==> src/rtl/cpu_ctrl_pkg.sv <==
// Shared encodings for the multi-cycle RV32I control unit and its ALU.
package cpu_ctrl_pkg;

    // Control FSM states
    typedef enum logic [3:0] {
        S_IDLE,
        S_FETCH,
        S_DECODE,
        S_MEMADR,
        S_MEMREAD,
        S_MEMWB,
        S_MEMWRITE,
        S_EXE_R,
        S_EXE_I,
        S_ALUWB,
        S_BRANCH,
        S_JAL,
        S_JALR_ADR,
        S_LUI,
        S_AUIPC,
        S_TRAP
    } state_e;

    // Selects how the ALU opcode is derived in the current state
    typedef enum logic [1:0] {
        ALU_CLS_ADD,
        ALU_CLS_FUNCT,
        ALU_CLS_BRANCH
    } alu_class_e;

    // ALU opcodes (shared with the ALU)
    localparam logic [3:0] ALU_AND  = 4'b0000;
    localparam logic [3:0] ALU_OR   = 4'b0001;
    localparam logic [3:0] ALU_ADD  = 4'b0010;
    localparam logic [3:0] ALU_SRA  = 4'b0011;
    localparam logic [3:0] ALU_SUB  = 4'b0110;
    localparam logic [3:0] ALU_SLT  = 4'b0111;
    localparam logic [3:0] ALU_SLL  = 4'b1000;
    localparam logic [3:0] ALU_SRL  = 4'b1001;
    localparam logic [3:0] ALU_XOR  = 4'b1010;
    localparam logic [3:0] ALU_SLTU = 4'b1111;

    // RV32I major opcodes
    localparam logic [6:0] OP_LOAD   = 7'b0000011;
    localparam logic [6:0] OP_STORE  = 7'b0100011;
    localparam logic [6:0] OP_R      = 7'b0110011;
    localparam logic [6:0] OP_I      = 7'b0010011;
    localparam logic [6:0] OP_BRANCH = 7'b1100011;
    localparam logic [6:0] OP_JAL    = 7'b1101111;
    localparam logic [6:0] OP_JALR   = 7'b1100111;
    localparam logic [6:0] OP_LUI    = 7'b0110111;
    localparam logic [6:0] OP_AUIPC  = 7'b0010111;

    // Datapath mux selects
    localparam logic [1:0] SRC_A_PC    = 2'b00;
    localparam logic [1:0] SRC_A_OLDPC = 2'b01;
    localparam logic [1:0] SRC_A_RS1   = 2'b10;
    localparam logic [1:0] SRC_A_ZERO  = 2'b11;
    localparam logic [1:0] SRC_B_RS2   = 2'b00;
    localparam logic [1:0] SRC_B_IMM   = 2'b01;
    localparam logic [1:0] SRC_B_FOUR  = 2'b10;
    localparam logic [1:0] RES_ALUOUT  = 2'b00;
    localparam logic [1:0] RES_MEM     = 2'b01;
    localparam logic [1:0] RES_ALU     = 2'b10;

    // Immediate formats
    localparam logic [2:0] IMM_I = 3'b000;
    localparam logic [2:0] IMM_S = 3'b001;
    localparam logic [2:0] IMM_B = 3'b010;
    localparam logic [2:0] IMM_U = 3'b011;
    localparam logic [2:0] IMM_J = 3'b100;

    // Branch outcome from the comparison flag: BEQ/BGE/BGEU take on zero,
    // BNE/BLT/BLTU take on !zero.
    function automatic logic branch_taken(input logic [2:0] funct3, input logic zero);
        return zero ^ funct3[0] ^ funct3[2];
    endfunction

    // funct3 values 010/011 are not valid branch conditions
    function automatic logic branch_f3_valid(input logic [2:0] funct3);
        return funct3[2:1] != 2'b01;
    endfunction

endpackage

==> src/rtl/alu_op_decoder.sv <==
// Combinational ALU opcode selection from state class and instruction fields.
module alu_op_decoder
    import cpu_ctrl_pkg::*;
(
    input  alu_class_e  i_class,
    input  logic [2:0]  i_funct3,
    input  logic        i_funct7b5,
    input  logic [6:0]  i_opcode,
    output logic [3:0]  o_alu_control
);

    logic w_is_rtype;
    assign w_is_rtype = (i_opcode == OP_R);

    // Map funct3/funct7b5 onto an ALU opcode; address and link math use ADD
    // NOTE: every combinational output gets a default first so no path can infer a latch.
    always_comb begin
        o_alu_control = ALU_ADD;
        case (i_class)
            ALU_CLS_FUNCT: begin
                case (i_funct3)
                    3'b000: o_alu_control = (w_is_rtype && i_funct7b5) ? ALU_SUB : ALU_ADD;
                    3'b001: o_alu_control = ALU_SLL;
                    3'b010: o_alu_control = ALU_SLT;
                    3'b011: o_alu_control = ALU_SLTU;
                    3'b100: o_alu_control = ALU_XOR;
                    3'b101: o_alu_control = i_funct7b5 ? ALU_SRA : ALU_SRL;
                    3'b110: o_alu_control = ALU_OR;
                    3'b111: o_alu_control = ALU_AND;
                endcase
            end
            ALU_CLS_BRANCH: begin
                case (i_funct3)
                    3'b000, 3'b001: o_alu_control = ALU_SUB;
                    3'b100, 3'b101: o_alu_control = ALU_SLT;
                    3'b110, 3'b111: o_alu_control = ALU_SLTU;
                    default:        o_alu_control = ALU_ADD;
                endcase
            end
            default: o_alu_control = ALU_ADD;
        endcase
    end

endmodule

==> src/rtl/multicycle_control.sv <==
// Moore control FSM of the multi-cycle RV32I core: sequencing, mux selects,
// memory handshake, retired-instruction counter and sticky illegal flag.
module multicycle_control
    import cpu_ctrl_pkg::*;
#(
    parameter int XLEN              = 32,
    parameter int RESET_IDLE_CYCLES = 1
) (
    input  logic            clk,
    input  logic            rst_n,
    input  logic [6:0]      opcode,
    input  logic [2:0]      funct3,
    input  logic            funct7b5,
    input  logic            zero,
    input  logic            mem_ready,
    output logic            mem_req,
    output logic            mem_write,
    output logic            adr_src,
    output logic            ir_write,
    output logic            pc_write,
    output logic            reg_write,
    output logic [1:0]      alu_src_a,
    output logic [1:0]      alu_src_b,
    output logic [1:0]      result_src,
    output logic [2:0]      imm_src,
    output logic [3:0]      alu_control,
    output logic            illegal,
    output logic [XLEN-1:0] instret
);

    localparam int IDLE_W = (RESET_IDLE_CYCLES > 1) ? $clog2(RESET_IDLE_CYCLES) : 1;

    state_e            r_state;
    state_e            w_next_state;
    logic [IDLE_W-1:0] r_idle_cnt;
    logic              r_illegal;
    logic [XLEN-1:0]   r_instret;
    alu_class_e        w_alu_class;
    logic              w_idle_done;
    logic              w_retire;

    assign w_idle_done = (r_idle_cnt == IDLE_W'(RESET_IDLE_CYCLES - 1));
    // A return to FETCH from any working state retires one instruction
    assign w_retire    = (w_next_state == S_FETCH) && (r_state != S_IDLE) && (r_state != S_FETCH);

    assign illegal = r_illegal;
    assign instret = r_instret;

    // State register
    // NOTE: sequential state uses non-blocking assignments so every flop samples pre-edge values.
    always_ff @(posedge clk or negedge rst_n) begin
        if (!rst_n) r_state <= S_IDLE;
        else        r_state <= w_next_state;
    end

    // Post-reset idle timer, sticky illegal flag and retired-instruction counter
    always_ff @(posedge clk or negedge rst_n) begin
        if (!rst_n) begin
            r_idle_cnt <= '0;
            r_illegal  <= 1'b0;
            r_instret  <= '0;
        end else begin
            if (r_state == S_IDLE)        r_idle_cnt <= r_idle_cnt + IDLE_W'(1);
            if (w_next_state == S_TRAP)   r_illegal  <= 1'b1;
            if (w_retire)                 r_instret  <= r_instret + XLEN'(1);
        end
    end

    // Next-state and Moore output decode
    always_comb begin
        w_next_state = r_state;
        mem_req      = 1'b0;
        mem_write    = 1'b0;
        adr_src      = 1'b0;
        ir_write     = 1'b0;
        pc_write     = 1'b0;
        reg_write    = 1'b0;
        alu_src_a    = SRC_A_PC;
        alu_src_b    = SRC_B_RS2;
        result_src   = RES_ALUOUT;
        imm_src      = IMM_I;
        w_alu_class  = ALU_CLS_ADD;
        case (r_state)
            S_IDLE: begin
                if (w_idle_done) w_next_state = S_FETCH;
            end
            S_FETCH: begin
                mem_req    = 1'b1;
                alu_src_b  = SRC_B_FOUR;
                result_src = RES_ALU;
                if (mem_ready) begin
                    ir_write     = 1'b1;
                    pc_write     = 1'b1;
                    w_next_state = S_DECODE;
                end
            end
            S_DECODE: begin
                // Precompute branch or JAL target into ALU-out
                alu_src_a = SRC_A_OLDPC;
                alu_src_b = SRC_B_IMM;
                imm_src   = (opcode == OP_JAL) ? IMM_J : IMM_B;
                case (opcode)
                    OP_LOAD, OP_STORE: w_next_state = S_MEMADR;
                    OP_R:              w_next_state = S_EXE_R;
                    OP_I:              w_next_state = S_EXE_I;
                    OP_BRANCH:         w_next_state = S_BRANCH;
                    OP_JAL:            w_next_state = S_JAL;
                    OP_JALR:           w_next_state = S_JALR_ADR;
                    OP_LUI:            w_next_state = S_LUI;
                    OP_AUIPC:          w_next_state = S_AUIPC;
                    default:           w_next_state = S_TRAP;
                endcase
            end
            S_MEMADR: begin
                alu_src_a    = SRC_A_RS1;
                alu_src_b    = SRC_B_IMM;
                imm_src      = (opcode == OP_STORE) ? IMM_S : IMM_I;
                w_next_state = (opcode == OP_STORE) ? S_MEMWRITE : S_MEMREAD;
            end
            S_MEMREAD: begin
                mem_req = 1'b1;
                adr_src = 1'b1;
                if (mem_ready) w_next_state = S_MEMWB;
            end
            S_MEMWB: begin
                result_src   = RES_MEM;
                reg_write    = 1'b1;
                w_next_state = S_FETCH;
            end
            S_MEMWRITE: begin
                mem_req   = 1'b1;
                mem_write = 1'b1;
                adr_src   = 1'b1;
                if (mem_ready) w_next_state = S_FETCH;
            end
            S_EXE_R: begin
                alu_src_a    = SRC_A_RS1;
                alu_src_b    = SRC_B_RS2;
                w_alu_class  = ALU_CLS_FUNCT;
                w_next_state = S_ALUWB;
            end
            S_EXE_I: begin
                alu_src_a    = SRC_A_RS1;
                alu_src_b    = SRC_B_IMM;
                imm_src      = IMM_I;
                w_alu_class  = ALU_CLS_FUNCT;
                w_next_state = S_ALUWB;
            end
            S_ALUWB: begin
                result_src   = RES_ALUOUT;
                reg_write    = 1'b1;
                w_next_state = S_FETCH;
            end
            S_BRANCH: begin
                alu_src_a   = SRC_A_RS1;
                alu_src_b   = SRC_B_RS2;
                result_src  = RES_ALUOUT;
                w_alu_class = ALU_CLS_BRANCH;
                if (branch_f3_valid(funct3)) begin
                    pc_write     = branch_taken(funct3, zero);
                    w_next_state = S_FETCH;
                end else begin
                    w_next_state = S_TRAP;
                end
            end
            S_JAL: begin
                // Jump to ALU-out while the ALU forms the link value old_pc + 4
                alu_src_a    = SRC_A_OLDPC;
                alu_src_b    = SRC_B_FOUR;
                result_src   = RES_ALUOUT;
                pc_write     = 1'b1;
                w_next_state = S_ALUWB;
            end
            S_JALR_ADR: begin
                alu_src_a    = SRC_A_RS1;
                alu_src_b    = SRC_B_IMM;
                imm_src      = IMM_I;
                w_next_state = S_JAL;
            end
            S_LUI: begin
                alu_src_a    = SRC_A_ZERO;
                alu_src_b    = SRC_B_IMM;
                imm_src      = IMM_U;
                w_next_state = S_ALUWB;
            end
            S_AUIPC: begin
                alu_src_a    = SRC_A_OLDPC;
                alu_src_b    = SRC_B_IMM;
                imm_src      = IMM_U;
                w_next_state = S_ALUWB;
            end
            S_TRAP: begin
                w_next_state = S_TRAP;
            end
            default: w_next_state = S_IDLE;
        endcase
    end

    alu_op_decoder u_alu_op_decoder (
        .i_class       (w_alu_class),
        .i_funct3      (funct3),
        .i_funct7b5    (funct7b5),
        .i_opcode      (opcode),
        .o_alu_control (alu_control)
    );

endmodule

==> config.mk <==
export PLATFORM = sky130hd
export DESIGN_NAME = multicycle_control
export DESIGN_NICKNAME = d
export VERILOG_FILES = /design/src/rtl/cpu_ctrl_pkg.sv /design/src/rtl/alu_op_decoder.sv /design/src/rtl/multicycle_control.sv
export SDC_FILE = /design/constraint.sdc
export NUM_CORES = 1
export LEC_CHECK = 0
export BUFFER_PORTS_ARGS = -buffer_cell sky130_fd_sc_hd__buf_4
export CAP_MARGIN = 5
export CORE_UTILIZATION = 49
export DETAILED_ROUTE_END_ITERATION = 6
export GPL_ROUTABILITY_DRIVEN = 0
export PLACE_DENSITY = 0.77
export SYNTH_ARGS = -nofsm -noshare
export SYNTH_HDL_FRONTEND = slang
export SYNTH_SLANG_ARGS = --single-unit
==> constraint.sdc <==
create_clock -name clk -period 2.1 [get_ports clk]
set_input_delay 0.105 -clock clk [delete_from_list [all_inputs] [get_ports clk]]
set_output_delay 0.105 -clock clk [all_outputs]
set_load 0.03 [all_outputs]
After elaboration in Yosys (flattened, before gate mapping)
Index checks and enable logic that the tools add are counted. Widths: inputs -> output; s select.

Word-level logic and storage cells: 93. Bits of input ports: 15. Output and inout bits: 52. Flip-flop bits (word level): 38.

Equality and inequality tests: 37. Multiplexer cells: 28. Reduce and logical (&&, ||, !) cells: 20. Add/subtract/negate cells: 2. Bitwise logic cells: 2.

Operator list (count): $pmux 4 s8 (2); $pmux 4 s11 (1); $eq 4x4->1 const B (9); $add 32x1->32 const B (1); $mux 4 (6); $eq 7x6->1 const B (3); $eq 7x7->1 const B (3); $reduce_or 2->1 (9); $eq 4x3->1 const B (4); $eq 7x5->1 const B (2); $eq 3x3->1 const B (4); $pmux 2 s2 (3); $pmux 4 s3 (1); $reduce_or 5->1 (2); $pmux 3 s3 (1); $eq 4x1->1 const B (2); $eq 4x2->1 const B (2); $mux 1 (8); $pmux 4 s2 (1); $eq 7x2->1 const B (1); $eq 3x2->1 const B (2); $mux 3 (2); $pmux 2 s3 (1); $reduce_or 3->1 (2); other kinds (14) (17).

Longest topological paths before layout
Depth in word-level cells: 7. Mapped depth: 10. Gate-level depth less buffers: 9.

Modules after synthesis
A second synthesis with hierarchy kept.

Cells, all modules: 270. Area, all modules: 2442.3 um2.

Modules (own cells, without submodules): multicycle_control (area each 2264.7 um2, cells an instance 244, seq. area each 950.9 um2, instances 1); alu_op_decoder (area each 177.7 um2, cells an instance 26, seq. area each 0.0 um2, instances 1).

Worst setup path after synthesis
No wires, ideal clock.

Path kind: reg-to-output. Start point: register r_state[1]. End point: output alu_control[3]. Cell stages (with the launch flop): 11. Buffers on the path: 2. Data required time: 1.995 ns. Data arrival time: 2.288 ns. Path slack: -0.293 ns. Cells stage by stage: dfrtp_1 -> buf_2 -> buf_1 -> or4_1 -> o21a_1 -> inv_1 -> ha_1 -> nand2_1 -> o21ai_0 -> a21oi_1 -> nor2_1.

Word-level cells in the longest chain between the ends: 5.

RTL lines: from (decl) (line multicycle_control.sv:33) `state_e r_state;`; from (signal assigned) (line multicycle_control.sv:53) `else r_state <= w_next_state;`; $eq 4x4->1 / $eq 4x3->1 (equally long branches) (line multicycle_control.sv:83) `case (r_state)`; $reduce_or 2->1 (no source line); $pmux 2 s2 * (line multicycle_control.sv:83); $eq 2x2->1 / $eq 2x1->1 (equally long branches) (line alu_op_decoder.sv:19) `case (i_class)`; $pmux 4 s2 * (line alu_op_decoder.sv:19); to (decl) (line multicycle_control.sv:26) `output logic [3:0] alu_control,`.

Mark *: on every way between the ends. The rest lies on a longest branch, timed or not.

Worst setup path after layout
Start point: register r_state[3]. End point: register r_instret[1] (netlist: instret[1]).

Word-level cells in the longest chain between the ends: 6.

RTL lines: $eq 4x4->1 / $eq 4x3->1 (equally long branches) (line multicycle_control.sv:83); $reduce_or 5->1 (no source line) / $reduce_or 2->1 (equally long branches); $pmux 4 s11 (line multicycle_control.sv:83); $eq 4x1->1 (line multicycle_control.sv:44) `assign w_retire = (w_next_state == S_FETCH) && (r_state != S_IDLE) && (r_state != S_FETCH);`; $logic_and 1x1->1 (line multicycle_control.sv:44); $logic_and 1x1->1 * (line multicycle_control.sv:44); to (signal assigned) (line multicycle_control.sv:65) `if (w_retire) r_instret <= r_instret + XLEN'(1);`; to (decl) (line multicycle_control.sv:37) `logic [XLEN-1:0] r_instret;`.

Marks and branches as above. A chain may end at the register's enable or synchronous reset.

==> flow_metrics.env <==
export IMPL_place_hpwl_mm=5.47
export IMPL_worst_pin_slew_ns=0.534
export IMPL_dpl_instance_area_sq_um=3710
export IMPL_fin_crit_sh=1.16
export IMPL_number_of_global_route_vias_before_repair=3128
export IMPL_finalSetupViolations=37
export IMPL_crit_type="flip-flop to flip-flop"
export IMPL_met2WireLength_mm=5.30
export IMPL_initial_core_util=0.512
export IMPL_die_width_um=78.1
export IMPL_diodes=0
export IMPL_synth_area_per_cell_sq_um=9.16
export IMPL_tritoncts_num_sinks=38
export IMPL_finalNonFillerCells=507
export IMPL_regToRegEndpoint="instret[1]$_DFFE_PN0P_"
export IMPL_run_status="finished with violations"
export IMPL_highest_delay_cell_along_the_critical_path="sky130_fd_sc_hd__dfrtp_2"
export IMPL_fill_cells=280
export IMPL_postLayoutSetupSlackWorst_ns=-0.328
export IMPL_crit_family="simple AND/OR/NAND/NOR gates"
export IMPL_buffer_ports_inserted=66
export IMPL_synth_lib_cells_used_distinct=50
export IMPL_routed_via_count=3205
export IMPL_crit_chain="buf_6, nor4b_4, o221ai_2, nor4bb_4, nand4b_4, or3_4, mux2_4"
export IMPL_cts_root_to_sink_buffers=2
export IMPL_hold_class="input port to async pin"
export IMPL_synth_fp_nets=328
export IMPL_first_iter_violations=233
export IMPL_asyncSetResetFlopFracSynth=1.00
export IMPL_worst_r2r_path_depth=7
export IMPL_maxSlewViolCount=0
export IMPL_yosys_most_used_dff="sky130_fd_sc_hd__dfrtp_1"
export IMPL_power_per_cell_area_nw_per_um2=1550
export IMPL_rsz_0062_raised_after_global_routing="true"
export IMPL_timing_reg2reg_setup_slack_ns=-0.33
export IMPL_routedWlPerCell_um=21.0
export IMPL_power_leakage_uw=0.00213
export IMPL_yosysSeqAreaShare=0.335
export IMPL_grt_antenna_before_repair=0
export IMPL_die_area_sq_um=6100
export IMPL_count_of_nets_left_with_antenna_violations_after_detail_routing=0
export IMPL_vdd_drop_max_mv=1.57
export IMPL_insertion_delay_ns=0.31
export IMPL_worst_path_stages=7
export IMPL_drt_via_density=6.32
export IMPL_worst_setup_path_startpoint="r_state[3]$_DFF_PN0_"
export IMPL_critPathArrivalTime_ns=2.62
export IMPL_top_layer="met4"
export IMPL_cp_endpoint="instret[1]$_DFFE_PN0P_"
export IMPL_fp_row_count=27
export IMPL_max_stage_delay_ns=0.46
export IMPL_synthesis_yosys_warnings=0
export IMPL_layout_drive_gt1_share=0.499
export IMPL_drt_pass1_iter_count=5
export IMPL_synth_enable_flop_cells=0
export IMPL_cts_htree_levels=2
export IMPL_die_height_um=78.1
export IMPL_drv_cap=0
export IMPL_ys_ff_latch=38
export IMPL_critPathBufInv=1
export IMPL_clkTransAtPathRegs_ns=0.09
export IMPL_critical_path_max_fanout=8
export IMPL_min_period_ns=2.43
export IMPL_drc=0
export IMPL_worst_clock_skew_ns=0.00937
export IMPL_reg2reg_from="r_state[3]$_DFF_PN0_"
export IMPL_area_growth_pct=63.6
export IMPL_wirelength_mm=10.7
export IMPL_grt_ovfl_total=0
export IMPL_timing_final_hold_violations=0
export IMPL_global_route_usage_total=0.338
export IMPL_wirelength_met1_mm=4.02
export IMPL_max_slew_margin=0.640
export IMPL_clock_buffers_created_by_tritoncts=5
export IMPL_grt_max_degree=39
export IMPL_final_core_utilization=0.838
export IMPL_grt_first_pass_wirelength_mm=15.9
export IMPL_required_time_at_the_endpoint_of_the_critical_path_ns=2.29
export IMPL_fin_nets=452
export IMPL_post_synth_instance_area_sq_um=2840
export IMPL_max_freq_mhz=412
export IMPL_crit_path_start_kind="flip-flop"
export IMPL_violations="negative setup slack"
export IMPL_syn_instance_count=310
export IMPL_placed_cells=475
export IMPL_route_met3_wl_um=663
export IMPL_placeable_core_region_sq_um=5540
export IMPL_finish_instance_area_sq_um=4640
export IMPL_io_pin_count=67
export IMPL_clock_tree_from_tritoncts="built"
export IMPL_cell_at_the_root_of_the_clock_tree="sky130_fd_sc_hd__clkbuf_8"
export IMPL_critical_path_endpoint_type="flip-flop"
==> repair_timing <==
action                     in CTS  in global routing
hold endpoints to repair       38                  0
gates resized for setup        77                 45
hold buffers                    1                  0
setup endpoints to repair      31                 36
gates cloned                    4                  0
pin swaps                      37                 38
buffers inserted               14                 10
==> power by group <==
part	total, uW	leakage, uW	internal [uW]	switching, uW
registers	1000	0.000497	842	161
logic	5660	0.00159	2540	3110
clock network	555	0.0000472	264	290
total	7220	0.00213	3650	3570
==> how the worst min path moves through the flow <==
stage,to,slack [ns],depth (start not counted)
2_1_floorplan,illegal$_DFFE_PN0N_,-0.19,0
3_3_place_gp,instret[21]$_DFFE_PN0P_,0.09,1
3_5_place_dp,instret[19]$_DFFE_PN0P_,0.1,1
4_1_cts,r_state[2]$_DFF_PN0_,0.28,4
5_1_grt,r_state[2]$_DFF_PN0_,0.31,4
6_report,instret[21]$_DFFE_PN0P_,0.31,2
==> area by class of cell <==
cell class	count	area, sq um	share of cell area
clock buffer	6	82.6	0.0178
clock inverter	2	12.5	0.00269
inverter	9	33.8	0.00727
multi-input combinational	240	2200	0.474
sequential	38	955	0.206
tap	72	90.1	0.0194
timing repair buffer	140	1270	0.274
==> worst register-to-register path, delay by kind of cell, from the launching register on <==
family | cells | cell delay (ns)
and+or+nand+nor | 4 | 1.25
buffers and inverters | 1 | 0.14
muxes | 1 | 0.31
DFF | 1 | 0.46
AOI/OAI and AO/OA | 1 | 0.16
==> state kept, by name, summed over array words and instances (netlist names) <==
signal and count:
r_idle_cnt 1, r_state 4, illegal 1, instret 32
==> cells by family after synthesis <==
group | after synthesis | synth area share
buf+inv | 32 | 0.0626
simple gates | 160 | 0.379
mux | 1 | 0.00397
compound gates | 38 | 0.0890
fa+ha+maj | 3 | 0.0132
xor+xnor | 38 | 0.117
flops | 38 | 0.335
==> metal layers <==
| layer | vias up | track usage |
|---|---|---|
| li1 | 1379 | - |
| met1 | 1561 | 0.395 |
| met2 | 201 | 0.597 |
| met3 | 64 | 0.0442 |
| met4 | 0 | 0.185 |
| met5 | - | 0 |
==> cells in the mapped netlist, drive strengths merged, types with 4 or more instances <==
cell | n | area (sq um)
dfrtp | 38 | 951
nand2 | 30 | 115
xor2 | 29 | 254
nor4 | 24 | 272
buf | 19 | 129
nor2 | 18 | 67.6
nand3 | 14 | 70.1
nand4 | 14 | 87.6
o21ai | 12 | 60.1
and3 | 11 | 68.8
a21oi | 10 | 50.1
inv | 9 | 33.8
xnor2 | 9 | 78.8
nor3 | 7 | 35.0
and4 | 6 | 52.6
nand2b | 6 | 37.5
or3 | 5 | 31.3
clkbuf | 4 | 15.0
nor4b | 4 | 50.1
o22ai | 4 | 25.0
==> cell usage in the layout, fill, tap and decap left out, types with 4 or more instances in the layout <==
| master | n |
|---|---|
| sky130_fd_sc_hd__nand3_1 | 14 |
| sky130_fd_sc_hd__nand2b_1 | 6 |
| sky130_fd_sc_hd__and4_1 | 6 |
| sky130_fd_sc_hd__buf_12 | 7 |
| sky130_fd_sc_hd__nand2_1 | 28 |
| sky130_fd_sc_hd__o21ai_0 | 7 |
| sky130_fd_sc_hd__inv_1 | 8 |
| sky130_fd_sc_hd__nor3_1 | 4 |
| sky130_fd_sc_hd__nand4_1 | 14 |
| sky130_fd_sc_hd__buf_4 | 109 |
| sky130_fd_sc_hd__clkbuf_8 | 6 |
| sky130_fd_sc_hd__dfrtp_1 | 35 |
| sky130_fd_sc_hd__and3_1 | 11 |
| sky130_fd_sc_hd__buf_6 | 18 |
| sky130_fd_sc_hd__a21oi_1 | 8 |
| sky130_fd_sc_hd__nor4b_4 | 4 |
| sky130_fd_sc_hd__xnor2_1 | 7 |
| sky130_fd_sc_hd__xor2_1 | 29 |
| sky130_fd_sc_hd__nor2_1 | 14 |
| sky130_fd_sc_hd__nor4_4 | 23 |
==> per-stage QoR <==
| stage | TNS, ns | power [uW] | hold slack, ns | worst slack [ns] |
|---|---|---|---|---|
| floorplan | -0.165 | 3170 | -0.191 | -0.0581 |
| global placement | -0.125 | 4150 | 0.0933 | -0.0550 |
| detailed placement | -0.554 | 4200 | 0.0991 | -0.0864 |
| CTS | -4.09 | 6600 | 0.277 | -0.231 |
| global route | -10.03 | 7490 | 0.312 | -0.383 |
| finish | -7.45 | 7220 | 0.308 | -0.328 |
(Power assumes the default switching activity.)
